<file path="src/rtl/dmem_arbiter_pkg.sv">
// Shared types for the two-requester dmem arbiter: FSM encoding,
// requester IDs and the burst counter width.
package dmem_arbiter_pkg;

  typedef enum logic [1:0] {
    ST_IDLE    = 2'd0,
    ST_OWN_CPU = 2'd1,
    ST_OWN_IO  = 2'd2
  } arb_state_e;

  typedef logic req_id_t;

  localparam req_id_t ID_CPU = 1'b0;
  localparam req_id_t ID_IO  = 1'b1;

  // Wide enough for MAX_BURST up to 15
  localparam int CNT_W = 4;

endpackage

</file>
<file path="src/rtl/dmem_arbiter_rr_pick2.sv">
// Two-way round-robin chooser: a lone requester wins; on a tie the one
// not granted most recently wins. Bit 0 is the CPU, bit 1 is IO.
module rr_pick2
  import dmem_arbiter_pkg::*;
(
  input  logic [1:0] req_i,
  input  req_id_t    last_i,
  output logic [1:0] pick_o
);

  always_comb begin
    pick_o = req_i;
    if (&req_i) begin
      pick_o = (last_i == ID_IO) ? 2'b01 : 2'b10;
    end
  end

endmodule

</file>
<file path="src/rtl/dmem_arbiter.sv">
// Arbitrates a single-port synchronous dmem between the CPU and the IO/display
// requester, with lockable bursts capped at MAX_BURST consecutive grants.
//
// state      | meaning
// ST_IDLE    | no owner, round-robin arbitration
// ST_OWN_CPU | CPU holds the lock, keeps the grant while burst_cnt < MAX_BURST
// ST_OWN_IO  | IO holds the lock, keeps the grant while burst_cnt < MAX_BURST
module dmem_arbiter
  import dmem_arbiter_pkg::*;
#(
  parameter int ADDR_W    = 12,
  parameter int DATA_W    = 32,
  parameter int MAX_BURST = 4
) (
  input  logic              clock,
  input  logic              reset,
  input  logic              req_cpu,
  input  logic              req_io,
  input  logic              lock_cpu,
  input  logic              lock_io,
  input  logic              wren_cpu,
  input  logic              wren_io,
  input  logic [ADDR_W-1:0] addr_cpu,
  input  logic [ADDR_W-1:0] addr_io,
  input  logic [DATA_W-1:0] wdata_cpu,
  input  logic [DATA_W-1:0] wdata_io,
  output logic              gnt_cpu,
  output logic              gnt_io,
  output logic              rvalid_cpu,
  output logic              rvalid_io,
  output logic [DATA_W-1:0] rdata_cpu,
  output logic [DATA_W-1:0] rdata_io,
  output logic [ADDR_W-1:0] address_dmem,
  output logic [DATA_W-1:0] data,
  output logic              wren,
  input  logic [DATA_W-1:0] q_dmem
);

  localparam logic [CNT_W-1:0] MAX_B = CNT_W'(MAX_BURST);

  arb_state_e        state_q;
  req_id_t           last_grant_q;
  logic [CNT_W-1:0]  burst_cnt_q;
  logic [ADDR_W-1:0] addr_q;
  logic [DATA_W-1:0] data_q;
  logic              rv_cpu_q, rv_io_q;
  logic [DATA_W-1:0] rdata_cpu_q, rdata_io_q;

  logic [1:0] pick;
  logic       own_cpu, own_io;

  rr_pick2 u_pick (
    .req_i  ({req_io, req_cpu}),
    .last_i (last_grant_q),
    .pick_o (pick)
  );

  assign own_cpu = (state_q == ST_OWN_CPU) && req_cpu && (burst_cnt_q < MAX_B);
  assign own_io  = (state_q == ST_OWN_IO)  && req_io  && (burst_cnt_q < MAX_B);

  // An owner that drops its request or exhausts its burst falls straight
  // through to round-robin in the same cycle.
  always_comb begin
    gnt_cpu = 1'b0;
    gnt_io  = 1'b0;
    if (!reset) begin
      if (own_cpu) begin
        gnt_cpu = 1'b1;
      end else if (own_io) begin
        gnt_io = 1'b1;
      end else begin
        gnt_cpu = pick[0];
        gnt_io  = pick[1];
      end
    end
  end

  // With no grant the bus holds the last issued address/data.
  always_comb begin
    address_dmem = addr_q;
    data         = data_q;
    if (reset) begin
      address_dmem = '0;
      data         = '0;
    end else if (gnt_cpu) begin
      address_dmem = addr_cpu;
      data         = wdata_cpu;
    end else if (gnt_io) begin
      address_dmem = addr_io;
      data         = wdata_io;
    end
  end

  assign wren = (gnt_cpu & wren_cpu) | (gnt_io & wren_io);

  // Read responses are masked during reset so an in-flight read never shows.
  assign rvalid_cpu = rv_cpu_q & ~reset;
  assign rvalid_io  = rv_io_q  & ~reset;
  assign rdata_cpu  = reset ? '0 : (rv_cpu_q ? q_dmem : rdata_cpu_q);
  assign rdata_io   = reset ? '0 : (rv_io_q  ? q_dmem : rdata_io_q);

  always_ff @(posedge clock) begin
    if (reset) begin
      state_q      <= ST_IDLE;
      last_grant_q <= ID_IO;
      burst_cnt_q  <= '0;
      addr_q       <= '0;
      data_q       <= '0;
      rv_cpu_q     <= 1'b0;
      rv_io_q      <= 1'b0;
      rdata_cpu_q  <= '0;
      rdata_io_q   <= '0;
    end else begin
      addr_q   <= address_dmem;
      data_q   <= data;
      rv_cpu_q <= gnt_cpu & ~wren_cpu;
      rv_io_q  <= gnt_io & ~wren_io;
      if (rv_cpu_q) rdata_cpu_q <= q_dmem;
      if (rv_io_q)  rdata_io_q  <= q_dmem;

      if (gnt_cpu) begin
        last_grant_q <= ID_CPU;
        burst_cnt_q  <= own_cpu ? burst_cnt_q + CNT_W'(1) : CNT_W'(1);
        state_q      <= lock_cpu ? ST_OWN_CPU : ST_IDLE;
      end else if (gnt_io) begin
        last_grant_q <= ID_IO;
        burst_cnt_q  <= own_io ? burst_cnt_q + CNT_W'(1) : CNT_W'(1);
        state_q      <= lock_io ? ST_OWN_IO : ST_IDLE;
      end else begin
        burst_cnt_q <= '0;
        state_q     <= ST_IDLE;
      end
    end
  end

endmodule

</file>
<file path="config.mk">
export PLATFORM = sky130hd
export DESIGN_NAME = dmem_arbiter
export DESIGN_NICKNAME = d
export VERILOG_FILES = /design/src/rtl/dmem_arbiter_pkg.sv /design/src/rtl/dmem_arbiter_rr_pick2.sv /design/src/rtl/dmem_arbiter.sv
export SDC_FILE = /design/constraint.sdc
export NUM_CORES = 1
export LEC_CHECK = 0
export CAP_MARGIN = 5
export CORE_MARGIN = 2
export CORE_UTILIZATION = 38
export DETAILED_ROUTE_END_ITERATION = 16
export DONT_BUFFER_PORTS = 1
export PLACE_DENSITY = 0.59
export SETUP_SLACK_MARGIN = 0.4
export SYNTH_ARGS = -nofsm -noshare
export SYNTH_HDL_FRONTEND = slang
export SYNTH_HIERARCHICAL = 1
export SYNTH_SLANG_ARGS = --single-unit
export TNS_END_PERCENT = 50
</file>
<file path="constraint.sdc">
create_clock -name clock -period 5.3 [get_ports clock]
set_clock_uncertainty 0.15 [all_clocks]
set_input_delay 0.795 -clock clock [delete_from_list [all_inputs] [get_ports clock]]
set_output_delay 0.795 -clock clock [all_outputs]
set_load 0.01 [all_outputs]
</file>
# Word level (Yosys, flattened, before mapping)
# Cells that the tools add are included.
[word_totals]
input_bits = 128
out_inout_bits = 113
wordCells = 57
ff_bits = 117
[op_classes]
muxes = 28
n_eq_ne = 2
magnitude_cmp = 1
bitwise_logic = 10
reduce_logical = 6
add_sub_neg = 1
[op_table]
columns = ["operator", "count"]
rows = [
  ["$mux 32", 7],
  ["$mux 12", 3],
  ["$mux 4", 4],
  ["$mux 2", 5],
  ["$mux 1", 9],
  ["$and 1x1->1", 6],
  ["$add 4x1->4 const B", 1],
  ["$logic_and 1x1->1", 4],
  ["$lt 4x3->1 const B", 1],
  ["$not 1->1", 3],
  ["$eq 2x1->1 const B", 1],
  ["$eq 2x2->1 const B", 1],
  ["$reduce_and 2->1", 1],
  ["$reduce_bool 2->1", 1],
  ["$or 1x1->1", 1],
]

# Logic depth before layout (Yosys ltp)
[depth]
ltp_word = 9
depth_mapped = 8
ltp_nobuf = 5

# Modules after synthesis
# The synthesis kept the hierarchy.
[by_module_without_submodules]
columns = ["mod", "instances", "area_each_um2", "seq_area_each_um2", "cells_each"]
rows = [
  ["dmem_arbiter", 1, 4916.0, 2342.2, 466],
  ["rr_pick2", 1, 18.8, 0.0, 3],
]

# Worst setup path before layout
# OpenSTA, ideal clock, no wires.
[synth_timing]
kind = "input port to output port"
from = "input port req_io"
to = "output port address_dmem[11]"
path_stages = 5
t_required_ps = 4355
slack_ps = 2042
arrival_time_ps = 2313
path_buffers = 1
path_cell_list = "a21boi_0 -> or2_2 -> nor3_1 -> clkbuf_1 -> a221o_1"
[synth_between]
elab_chain_len = 8
elab_cells_between_ends = 13
cone_classes = "mux: 10; reduce/logical: 3"
[synth_rtl]
columns = ["element", "line", "text"]
rows = [
  ["start, declared", "dmem_arbiter.sv:18", "input logic req_io,"],
  ["$reduce_and 2->1 / $logic_and 1x1->1 (equally long branches)", "dmem_arbiter_rr_pick2.sv:13, dmem_arbiter.sv:59", ""],
  ["$mux 2 / $logic_and 1x1->1 (equally long branches)", "dmem_arbiter_rr_pick2.sv:13, dmem_arbiter.sv:59", ""],
  ["$mux 1", "dmem_arbiter.sv:69", "end else if (own_io) begin"],
  ["$mux 1", "dmem_arbiter.sv:67", "if (own_cpu) begin"],
  ["$mux 1", "dmem_arbiter.sv:66", "if (!reset) begin"],
  ["$mux 12", "dmem_arbiter.sv:88", "end else if (gnt_io) begin"],
  ["$mux 12 (*)", "dmem_arbiter.sv:85", "end else if (gnt_cpu) begin"],
  ["$mux 12 (*)", "dmem_arbiter.sv:82", "if (reset) begin"],
  ["end, declared", "dmem_arbiter.sv:33", "output logic [ADDR_W-1:0] address_dmem,"],
]
# Mark *: on every way between the ends. The rest lies on a longest branch, timed or not.

# Worst setup path in the final report
[layout_timing]
from = "input port req_io"
to = "output port data[27]"
[layout_between]
elab_chain_len = 8
elab_cells_between_ends = 13
cone_classes = "mux: 10; reduce/logical: 3"
[layout_rtl]
columns = ["element", "line", "text"]
rows = [
  ["$reduce_and 2->1 / $logic_and 1x1->1 (equally long branches)", "dmem_arbiter_rr_pick2.sv:13, dmem_arbiter.sv:59", ""],
  ["$mux 2 / $logic_and 1x1->1 (equally long branches)", "dmem_arbiter_rr_pick2.sv:13, dmem_arbiter.sv:59", ""],
  ["$mux 1", "dmem_arbiter.sv:69", ""],
  ["$mux 1", "dmem_arbiter.sv:67", ""],
  ["$mux 1", "dmem_arbiter.sv:66", ""],
  ["$mux 32", "dmem_arbiter.sv:88", ""],
  ["$mux 32 (*)", "dmem_arbiter.sv:85", ""],
  ["$mux 32 (*)", "dmem_arbiter.sv:82", ""],
  ["end, declared", "dmem_arbiter.sv:34", "output logic [DATA_W-1:0] data,"],
]
# Marked as above.

==> results.tsv <==
metric	value	unit
start_util	0.389	
ctsLongestPathBuffers	2	
cp_slowest_cell	a21boi_0	
yosys-top-cells-area	dfxtp_1 (47%), a221o_1 (16%), mux2i_1 (13%)	
drive_gt1_frac	0.0911	
synth_top_area_cell	dfxtp_1	
final_max_slew_viol_count	0	
h-tree-depth	4	
critical_path_buf_inv_count	2	
period_share	0.697	
clkSinkCount	117	
yosys_warnings	6	
dp_hpwl	8560	microns
worst_hold_path.endpoint	burst_cnt_q[0]$_SDFF_PP0_	
n_antenna_cell	0	
post_cts_buffers	0	
grt_max_degree	81	
wl_per_cell	19.9	microns
drtIter0Drc	224	
dieArea	0.0139	sq mm
die_y	118	microns
final_cells	633	
synth_fp_nets	598	
rsz0062_at_grt	false	
area_delta_synth_final	15.1	%
seq_area_frac_synth	0.475	
ff2ff_setup_slack	2810	ps
ys_types	35	
worstPathCellList	a21boi_0 > inv_1 > a2bb2oi_4 > buf_4 > nor3b_1 > a221o_1	
antenna_found_initial	0	
dp.cells	603	
tightest_slew	1210	ps
max_cap_viol_count	0	
cts_buffers	17	
gp_congestion	0.802	
status	completed	
tritoncts	built	
synth-edff-count	0	
synth_top_area_share	0.475	
hold_viol	0	
cts-root-buf	clkbuf_16	
ant_nets	0	
nNetsFinal	579	
synthCells	469	
hp-start	burst_cnt_q[0]$_SDFF_PP0_	
syn_area	0.00493	sq mm
hold_buffers	0	
numPortBuffers	0	
cts.clk_slew.worst_paths	50	ps
async_flop_share	0	
cp.arrival	2750	ps
grt.total_usage	0.180	
power_density	427	mW/mm^2
setup_viol	0	
first_pass_iters	4	
synth_most_common_cell	dfxtp_1	
end_kind	output pin	
cts-resized-gates	0	
leakagePower	2.02	nW
wirelength	12600	microns
r2r_start	burst_cnt_q[2]$_SDFF_PP0_	
pin_count	241	
crit_required	4360	ps
ys.flop_type	dfxtp_1	
crit_fanout	41	
max_stage_delay	550	ps
drc	0	
hold_depth	1	
fin_tns_setup	0	ps
grt_pass1_wl	19800	microns
row_count	41	
total_power	2.43	mW
finalCriticalPeriod	3690	ps
synth_common_cells	dfxtp_1 (117), a221o_1 (80), nor2_1 (73)	
crit_path_start_kind	primary input	
hold_class	reg -> reg	
fmax	271	MHz
ir_drop	0.182	mV
ff2ff_path_depth	4	
fill_cells	1193	
syn_area_per_cell	10.5	sq um
crit_family	compound AO/OA/AOI/OAI gates	
core_area	0.0127	sq mm
viasPerCell	5.83	
maxSlewHeadroom	0.188	
overflow	0	
timing.rr.end	rv_io_q$_SDFF_PP0_	
vias	3693	
ys_ff_latch	117	
die_w	118	microns
clkLatencyLatePin	410	ps
crit_type	in -> out	
grt_pass1_vias	3615	
final cells by class:
type                       count  area (sq um)  share of cell area
multi-input combinational    306          2400               0.423
inverter                       3          11.3             0.00198
sequential                   117          2340               0.413
tap                          172           215              0.0379
clock buffer                  22           484              0.0852
timing repair buffer           5          50.0             0.00881
clock inverter                 8           171              0.0302
metrics by stage:
stage               cell area, sq um  setup slack [ps]  utilization  hold slack [ps]
floorplan                       4930              2040            -              270
CTS                             5680              1610        0.448              274
finish                          5680              1610        0.448              285
detailed placement              5030              1620        0.397              285
global placement                5030              1760        0.397              280
global route                    5680              1360        0.448              272
sequential cells by signal (all words and copies together), names as in the netlist:
| signal | count |
|---|---|
| rdata_io_q | 32 |
| rdata_cpu_q | 32 |
| rv_io_q | 1 |
| data_q | 32 |
| state_q | 2 |
| rv_cpu_q | 1 |
| last_grant_q | 1 |
| burst_cnt_q | 4 |
| addr_q | 12 |
power breakdown:
part | switching, mW | internal (mW) | leakage (nW) | total, mW
combinational | 0.117 | 0.0896 | 0.748 | 0.207
clock | 0.382 | 0.878 | 0.318 | 1.26
sequential | 0.0313 | 0.930 | 0.958 | 0.961
total | 0.530 | 1.90 | 2.02 | 2.43
worst max path at each step:
| stage | to | slack [ps] | cells past startpoint | from |
|---|---|---|---|---|
| 2_1_floorplan | address_dmem[11] | 2040 | 5 | req_io |
| 3_3_place_gp | wren | 1760 | 4 | req_cpu |
| 3_5_place_dp | data[27] | 1620 | 6 | req_io |
| 4_1_cts | data[27] | 1610 | 6 | req_io |
| 5_1_grt | address_dmem[8] | 1360 | 6 | req_io |
| 6_report | data[27] | 1610 | 6 | req_io |
placed cells by master (no fill, tap or decap), drive strengths merged, types with 3 or more instances in the layout:
master     n
inv        3
bufinv     5
o2bb2ai    4
o21ai      3
or2        3
mux2i     65
nor3b     41
a221o     80
nor2b      5
clkbuf    22
a211oi     3
a2111oi    4
nor2      73
dfxtp    117
buf        5
a21oi      7
logic make-up after synthesis:
group | after synthesis | synth area share
adders and majority gates | 1 | 0.00254
and+or+nand+nor | 131 | 0.139
muxes | 65 | 0.132
other | 1 | 0.000760
buffers and inverters | 46 | 0.0441
AOI/OAI and AO/OA | 107 | 0.205
DFF | 117 | 0.475
xor gates and xnor gates | 1 | 0.00178
layer usage:
layer  vias to the layer above  wire [microns]  global-route usage
li1                       1757               -                   -
met1                      1724            5080               0.205
met2                       197            5910               0.283
met3                        15            1420              0.0877
met4                         0             176              0.0836
met5                         -               0                   0
(Power assumes the default switching activity.)
